`src/rtl/hammu_axil_arbiter.sv`:
```
// hammu_axil_arbiter: shares the hammu_ip AXI4-Lite slave port between two
// hardware requesters. One single-beat read or write is in flight at a time.
// Build option: define HAMMU_ARB_RR_EN for round-robin arbitration; when it
// is left undefined, requester 0 wins every tie (fixed priority).
module hammu_axil_arbiter #(
    parameter logic [31:0] C_BASEADDR         = 32'h70e00000,
    parameter int          C_OFS_WIDTH        = 9,
    parameter int          C_M_AXI_DATA_WIDTH = 32
) (
    input  logic                            S_AXI_ACLK,
    input  logic                            S_AXI_ARESET,
    // requester side
    input  logic [1:0]                      REQ_VALID,
    input  logic [1:0]                      REQ_WE,
    input  logic [2*C_OFS_WIDTH-1:0]        REQ_ADDR,
    input  logic [2*C_M_AXI_DATA_WIDTH-1:0] REQ_WDATA,
    output logic [1:0]                      REQ_DONE,
    output logic [C_M_AXI_DATA_WIDTH-1:0]   REQ_RDATA,
    output logic                            REQ_ERR,
    // AXI4-Lite write address / data / response
    output logic [31:0]                     M_AXI_AWADDR,
    output logic                            M_AXI_AWVALID,
    input  logic                            M_AXI_AWREADY,
    output logic [C_M_AXI_DATA_WIDTH-1:0]   M_AXI_WDATA,
    output logic [C_M_AXI_DATA_WIDTH/8-1:0] M_AXI_WSTRB,
    output logic                            M_AXI_WVALID,
    input  logic                            M_AXI_WREADY,
    input  logic [1:0]                      M_AXI_BRESP,
    input  logic                            M_AXI_BVALID,
    output logic                            M_AXI_BREADY,
    // AXI4-Lite read address / data
    output logic [31:0]                     M_AXI_ARADDR,
    output logic                            M_AXI_ARVALID,
    input  logic                            M_AXI_ARREADY,
    input  logic [C_M_AXI_DATA_WIDTH-1:0]   M_AXI_RDATA,
    input  logic [1:0]                      M_AXI_RRESP,
    input  logic                            M_AXI_RVALID,
    output logic                            M_AXI_RREADY
);

    localparam int DW = C_M_AXI_DATA_WIDTH;

    typedef enum logic [2:0] {
        IDLE  = 3'd0,
        WR_AW = 3'd1,
        WR_B  = 3'd2,
        RD_AR = 3'd3,
        RD_R  = 3'd4,
        RESP  = 3'd5
    } state_t;

    state_t r_state;
    state_t w_state_next;

    // latched transaction
    logic          r_grant;
    logic [31:0]   r_addr;
    logic [DW-1:0] r_wdata;
    logic [DW-1:0] r_rdata;
    logic          r_err;
    logic          r_aw_done;
    logic          r_w_done;

    // per-requester views of the packed request buses
    logic [C_OFS_WIDTH-1:0] w_ofs       [2];
    logic [DW-1:0]          w_req_wdata [2];
    logic [3:0]             w_unused_bits;
    logic                   w_unused;

    logic          w_grant;
    logic [31:0]   w_axi_addr;
    logic          w_aw_hs;
    logic          w_w_hs;
    logic          w_awvalid;
    logic          w_wvalid;
    logic          w_arvalid;
    logic          w_bready;
    logic          w_rready;

    genvar gi;
    generate
        for (gi = 0; gi < 2; gi++) begin : g_req
            assign w_ofs[gi]       = REQ_ADDR[gi*C_OFS_WIDTH +: C_OFS_WIDTH];
            assign w_req_wdata[gi] = REQ_WDATA[gi*DW +: DW];
            // byte-lane bits of the offset carry no meaning for word accesses
            assign w_unused_bits[gi] = ^REQ_ADDR[gi*C_OFS_WIDTH +: 2];
            assign REQ_DONE[gi]    = (r_state == RESP) && (r_grant == 1'(gi));
        end
    endgenerate

    assign w_unused_bits[2] = M_AXI_BRESP[0];
    assign w_unused_bits[3] = M_AXI_RRESP[0];
    assign w_unused         = ^w_unused_bits;

    // Word-aligned AXI address of the request that would be granted now
    assign w_axi_addr = C_BASEADDR |
                        {{(32-C_OFS_WIDTH){1'b0}}, w_ofs[w_grant][C_OFS_WIDTH-1:2], 2'b00};

`ifdef HAMMU_ARB_RR_EN
    logic r_last;

    // On a tie, serve the requester that did not win the previous grant
    always_comb begin
        w_grant = REQ_VALID[1];
        if (&REQ_VALID) begin
            w_grant = ~r_last;
        end
    end

    // Remember the most recent winner; reset makes requester 0 first in line
    always_ff @(posedge S_AXI_ACLK) begin
        if (S_AXI_ARESET) begin
            r_last <= 1'b1;
        end else if ((r_state == IDLE) && (|REQ_VALID)) begin
            r_last <= w_grant;
        end
    end
`else
    // Fixed priority: requester 1 only wins when requester 0 is idle
    always_comb begin
        w_grant = ~REQ_VALID[0];
    end
`endif

    assign w_aw_hs = w_awvalid & M_AXI_AWREADY;
    assign w_w_hs  = w_wvalid  & M_AXI_WREADY;

    // State register
    always_ff @(posedge S_AXI_ACLK) begin
        if (S_AXI_ARESET) begin
            r_state <= IDLE;
        end else begin
            r_state <= w_state_next;
        end
    end

    // Next-state and AXI channel control
    always_comb begin
        w_state_next = r_state;
        w_awvalid    = 1'b0;
        w_wvalid     = 1'b0;
        w_arvalid    = 1'b0;
        w_bready     = 1'b0;
        w_rready     = 1'b0;
        case (r_state)
            IDLE: begin
                if (|REQ_VALID) begin
                    w_state_next = REQ_WE[w_grant] ? WR_AW : RD_AR;
                end
            end
            WR_AW: begin
                // address and data channels retire independently
                w_awvalid = ~r_aw_done;
                w_wvalid  = ~r_w_done;
                if ((r_aw_done | (~r_aw_done & M_AXI_AWREADY)) &&
                    (r_w_done  | (~r_w_done  & M_AXI_WREADY))) begin
                    w_state_next = WR_B;
                end
            end
            WR_B: begin
                w_bready = 1'b1;
                if (M_AXI_BVALID) begin
                    w_state_next = RESP;
                end
            end
            RD_AR: begin
                w_arvalid = 1'b1;
                if (M_AXI_ARREADY) begin
                    w_state_next = RD_R;
                end
            end
            RD_R: begin
                w_rready = 1'b1;
                if (M_AXI_RVALID) begin
                    w_state_next = RESP;
                end
            end
            RESP: begin
                w_state_next = IDLE;
            end
            default: begin
                w_state_next = IDLE;
            end
        endcase
    end

    // Latch the granted request and collect the slave's response
    always_ff @(posedge S_AXI_ACLK) begin
        if (S_AXI_ARESET) begin
            r_grant   <= 1'b0;
            r_addr    <= '0;
            r_wdata   <= '0;
            r_rdata   <= '0;
            r_err     <= 1'b0;
            r_aw_done <= 1'b0;
            r_w_done  <= 1'b0;
        end else begin
            case (r_state)
                IDLE: begin
                    if (|REQ_VALID) begin
                        r_grant   <= w_grant;
                        r_addr    <= w_axi_addr;
                        r_wdata   <= w_req_wdata[w_grant];
                        // a write reports zero read data
                        r_rdata   <= '0;
                        r_err     <= 1'b0;
                        r_aw_done <= 1'b0;
                        r_w_done  <= 1'b0;
                    end
                end
                WR_AW: begin
                    if (w_aw_hs) begin
                        r_aw_done <= 1'b1;
                    end
                    if (w_w_hs) begin
                        r_w_done <= 1'b1;
                    end
                end
                WR_B: begin
                    if (M_AXI_BVALID) begin
                        r_err <= M_AXI_BRESP[1];
                    end
                end
                RD_R: begin
                    if (M_AXI_RVALID) begin
                        r_rdata <= M_AXI_RDATA;
                        r_err   <= M_AXI_RRESP[1];
                    end
                end
                default: begin
                end
            endcase
        end
    end

    assign M_AXI_AWADDR  = r_addr;
    assign M_AXI_ARADDR  = r_addr;
    assign M_AXI_WDATA   = r_wdata;
    assign M_AXI_WSTRB   = '1;
    assign M_AXI_AWVALID = w_awvalid;
    assign M_AXI_WVALID  = w_wvalid;
    assign M_AXI_ARVALID = w_arvalid;
    assign M_AXI_BREADY  = w_bready;
    assign M_AXI_RREADY  = w_rready;
    assign REQ_RDATA     = r_rdata;
    assign REQ_ERR       = r_err;

endmodule

```
`config.mk`:
```
export PLATFORM = sky130hd
export DESIGN_NAME = hammu_axil_arbiter
export DESIGN_NICKNAME = d
export VERILOG_FILES = /design/src/rtl/hammu_axil_arbiter.sv
export SDC_FILE = /design/constraint.sdc
export NUM_CORES = 1
export LEC_CHECK = 0
export ABC_AREA = 0
export ABC_CLOCK_PERIOD_IN_PS = 1700
export CORE_UTILIZATION = 25
export DETAILED_ROUTE_END_ITERATION = 7
export MAX_ROUTING_LAYER = met4
export SYNTH_ARGS = -nofsm -noshare
export SYNTH_HDL_FRONTEND = slang
export SYNTH_SLANG_ARGS = --single-unit
```
`constraint.sdc`:
```
create_clock -name S_AXI_ACLK -period 1.7 [get_ports S_AXI_ACLK]
set_input_delay 0.17 -clock S_AXI_ACLK [delete_from_list [all_inputs] [get_ports S_AXI_ACLK]]
set_output_delay 0.17 -clock S_AXI_ACLK [all_outputs]
set_load 0.005 [all_outputs]
```
== Word-level counts from Yosys, hierarchy flattened ==
Index checks and enable logic that the tools add are counted.
W data, S select, Z words.

* Eq/ne operators: 12
* Bitwise logic cells: 11
* $lt $le $gt $ge: 2
* Reduce and logical (&&, ||, !) cells: 14
* Multiplexer cells: 31

{| class="wikitable"
|+ Operator list
! operator !! number
|-
| $mux W32 || 5
|-
| $pmux W32 S2 || 1
|-
| $mux W9 || 3
|-
| $mux W3 || 5
|-
| $pmux W3 S5 || 1
|-
| $ne A2 B2 Y1 const B || 7
|-
| $mux W1 || 12
|-
| $reduce_and A3 Y1 || 3
|-
| $eq A3 B2 Y1 const B || 2
|-
| $eq A3 B3 Y1 const B || 2
|-
| $reduce_and A5 Y1 || 1
|-
| $and A1 B1 Y1 || 4
|-
| $not A1 Y1 || 4
|-
| $pmux W1 S2 || 2
|-
| $reduce_and A4 Y1 || 1
|-
| $reduce_bool A2 Y1 || 2
|-
| $eq A3 B1 Y1 const B || 1
|-
| $logic_and A1 B1 Y1 || 3
|-
| $logic_not A3 Y1 || 1
|-
| $pmux W1 S3 || 1
|-
| $reduce_bool A3 Y1 || 1
|-
| $ge A2 B2 Y1 const B || 1
|-
| $lt A1 B2 Y1 const B || 1
|-
| $mux W2 || 1
|-
| 4 further kinds || 5
|}

* Output and inout bits: 140
* Bits in registers: 79

== Longest topological paths before layout ==
* Depth after elaboration: 6
* Mapped depth: 8
* Depth with buffers taken out: 5

== Worst setup path after synthesis ==
Ideal clock, no wire load.

* Path type: register -> register
* Start point: reg r_state[0]
* End point: reg r_rdata[6], in the netlist REQ_RDATA[6]
* Setup slack: 0.257 ns
* Required time: 1.569 ns
* Arrival: 1.312 ns
* Library setup time: 0.131 ns
* Cell stages (with the launch flop): 8
* Cell sequence: dfxtp_1 > buf_2 > nor4bb_1 > clkbuf_1 > a21oi_1 > buf_2 > a22oi_1 > nor2_1

* Longest elaborated chain between the ends: 3
* Elaborated cells between the ends (all ways): 7

{| class="wikitable"
|+ RTL lines
! item !! line !! RTL
|-
| start: declaration || 52 || <nowiki>state_t r_state;</nowiki>
|-
| start signal: assignment || 133 || <nowiki>r_state <= w_state_next;</nowiki>
|-
| $eq A3 B3 Y1 / $logic_not A3 Y1 (equally long branches) || 198 || <nowiki>case (r_state)</nowiki>
|-
| $ne A2 B2 Y1 (no source line) / $reduce_bool A2 Y1 (equally long branches) || -- ||
|-
| $reduce_and A3 Y1 (no source line) || -- ||
|-
| end signal: assignment || 193 || <nowiki>r_rdata <= '0;</nowiki>
|-
| end signal: assignment || 205 || <nowiki>r_rdata <= '0;</nowiki>
|-
| end signal: assignment || 226 || <nowiki>r_rdata <= M_AXI_RDATA;</nowiki>
|-
| end: declaration || 59 || <nowiki>logic [DW-1:0] r_rdata;</nowiki>
|}

Parallel ways exist; a longest one is shown, timed or not.
A chain may end at the register's enable or synchronous reset.

== Final worst setup path ==
* Start point: reg r_state[0]
* End point: out M_AXI_WVALID

* Longest elaborated chain between the ends: 2

{| class="wikitable"
|+ RTL lines
! item !! line !! RTL
|-
| $eq A3 B1 Y1 || 145 || <nowiki>case (r_state)</nowiki>
|-
| $mux W1 || 145 ||
|-
| end: declaration || 26 || <nowiki>output logic M_AXI_WVALID,</nowiki>
|}

Every way passes these cells.

==> impl_metrics.toml <==
[run_status]
status = "complete, no violations"

[global_routing]
grt_pass1_wl_um = 17200
overflow = 0
grt_use_total_pct = 14.5
first_global_vias = 3343
grt_util_met3_pct = 4.08
use_met1_pct = 15.5
grt_max_degree = 41
use_met2_pct = 25.2
antenna_found_initial = 0
top_usage_layer = "met2"

[synth]
synth_seq_area_share_pct = 42.3
syn-instance-count = 403
synth_area_um2 = 3740
synth_edf_count = 0
yosysMostFrequentCell = "nor2_1"
ys_async_sr_fraction_pct = 0
yosysTopAreaCell = "dfxtp_1"
yosys_warnings = 0
synth_area_leaders = "dfxtp_1, buf_4, mux2i_1, nor2_1, a22oi_1"
syn_area_per_cell_um2 = 9.28
yosys-top-cells-count = "nor2_1, dfxtp_1, buf_4, mux2i_1, a22oi_1"
synth.distinct_cells = 33
ys_ff_latch = 79
synth_ff_type = "dfxtp_1"
yosysTopAreaCellShare_pct = 42.3

[sta]
timing_hold_violations_final = 0
finalCritPeriodShare_pct = 95.8
setup_viol = 0
max_slew_margin_pct = 64.2
final.min_clock_period_ns = 1.63
drv_slew = 0
fmax_ghz = 0.614
hold_ws_ns = 0.246
grt_setup_unrepaired = "no"
tightest_slew_ns = 0.536
finClkSkew_ns = 0.00779

[finish]
finalNetCount = 728
diodes = 0
post_route_cells_drive_above_1_share_pct = 9.60
n_fill_cell = 1444
regArea_um2 = 1590
syn2layout_area_growth_pct = 66.3
multiInputGateArea_um2 = 1710

[drt]
route.detailed.drc = 0
drtIter0Drc = 79
dr.pass1.iters = 4
via_per_inst = 4.36
ant_nets = 0
wl_per_cell_um = 13.8
via_count = 3432
routed_wl_um = 10900

[placement]
gp_congestion = 0.713
post-dp-hpwl_um = 8280
io_buffers = 220

[pwr]
ir_worst_vdd_uv = 779
p_total_w = 0.00808
power_density_nw_per_um2 = 1300
leakage_nw = 2.45

[worst_setup_path]
path_class = "flop to output pin"
cp.arrival_ns = 1.46
critPathLaunchType = "flop"
cp-end-kind = "output pin"
crit_fanout = 4
required_ns = 1.53

[floorplanning]
die_h_um = 124
core-area_um2 = 14600
initial_utilization_pct = 25.6
core.rowCount = 44
die_w_um = 124
pin_count = 269
die_area_um2 = 15500

[clock_network]
clock_sinks = 79
htreeDepth = 3
cts_buffers = 9
ctsLongestPathBuffers = 2
cts-resized-gates = 15
root_buffer = "clkbuf_16"
clkTransAtPathRegs_ns = 0.06
clk_latency_ns = 0.34
cts_hold_buffers = 0
cts_setup_buffers = 0
cts_tree = "done"

[run]
maxCapViolCount = 0

[hold_path]
hold_path_class = "input port to flop"
==> registers in the layout, summed over array words and instances (netlist names) <==
signal,flops
REQ_RDATA,32
r_state,3
M_AXI_WDATA,32
REQ_ERR,1
M_AXI_ARADDR,8
r_aw_done,1
r_w_done,1
r_grant,1
==> critical path, stage by stage (launching register included) <==
cell and delay [ns]:
dfxtp_2 0.35, or3b_4 0.41, nor2_2 0.13, clkdlybuf4s15_1 0.23
==> cells in the final DEF (no fill, tap or decap), types with 2 or more instances in the layout <==
cell type | synthesis | routed
nor2_1 | 80 | 78
nor2b_1 | 2 | 2
buf_12 | 0 | 4
nor3_1 | 2 | 2
clkdlybuf4s50_1 | 0 | 211
nand2_1 | 4 | 4
dfxtp_2 | 0 | 3
mux2i_1 | 41 | 41
a21oi_1 | 6 | 5
buf_6 | 3 | 2
inv_1 | 2 | 2
clkinvlp_4 | 0 | 2
nand2b_1 | 2 | 2
buf_4 | 60 | 12
clkbuf_16 | 0 | 9
a22oi_1 | 35 | 35
clkinv_4 | 0 | 2
buf_2 | 19 | 2
dlygate4sd2_1 | 0 | 5
a211oi_1 | 31 | 31
a211oi_2 | 9 | 9
conb_1 | 2 | 42
nor2_2 | 0 | 2
inv_6 | 0 | 2
dfxtp_1 | 79 | 76
==> worst paths after layout <==
kind,start,end,cells past startpoint,slack (ns)
hold reg to reg,REQ_RDATA[2],REQ_RDATA[2],2,0.50
hold / removal,S_AXI_ARESET,M_AXI_ARADDR[21],2,0.25
setup / recovery,r_state[0],M_AXI_WVALID,3,0.07
setup reg to reg,r_state[1],M_AXI_WDATA[20],6,0.17
==> cells by family (layout without fill, tap and decap cells) <==
family	Yosys count	count (layout)	synth area share [%]
AOI/OAI and AO/OA	87	87	18.2
buffers and inverters	95	256	16.8
muxes	41	41	11.0
other	2	42	0.201
and+or+nand+nor	99	99	11.5
DFF	79	79	42.3
==> layer usage <==
layer,up-vias,wire length (µm)
met1,1583,4410
met2,130,5690
met3,18,590
met4,0,176
met5,-,0
li1,1701,-
==> stage by stage <==
step / TNS [ns] / setup WS (ns) / utilization (%) / instance area [µm²] / cells
after floorplan: 0 / 0.257 / - / 3890 / 443
after global placement: 0 / 0.0424 / 40.4 / 5900 / 772
after detailed placement: -0.410 / -0.0463 / 40.4 / 5900 / 772
after CTS: 0 / 0.0296 / 42.6 / 6210 / 788
after global routing: 0 / 0.00143 / 42.7 / 6220 / 788
final: 0 / 0.0718 / 42.7 / 6220 / 788
==> power by group <==
group | switching, W | internal, W | total (W)
Combinational | 0.00147 | 0.00202 | 0.00349
Sequential | 0.000292 | 0.00233 | 0.00262
Clock | 0.000816 | 0.00115 | 0.00197
==> area by class of cell <==
class                   instances  share of cell area, %
repair buffers                238                   38.2
multi-input cells             269                   27.5
flip-flops and latches         79                   25.5
well taps                     184                   3.70
clock buffers                   9                   3.62
clock inverters                 7                   1.29
inverters                       2                  0.121
Note: power is estimated with default switching activity, not from simulation.
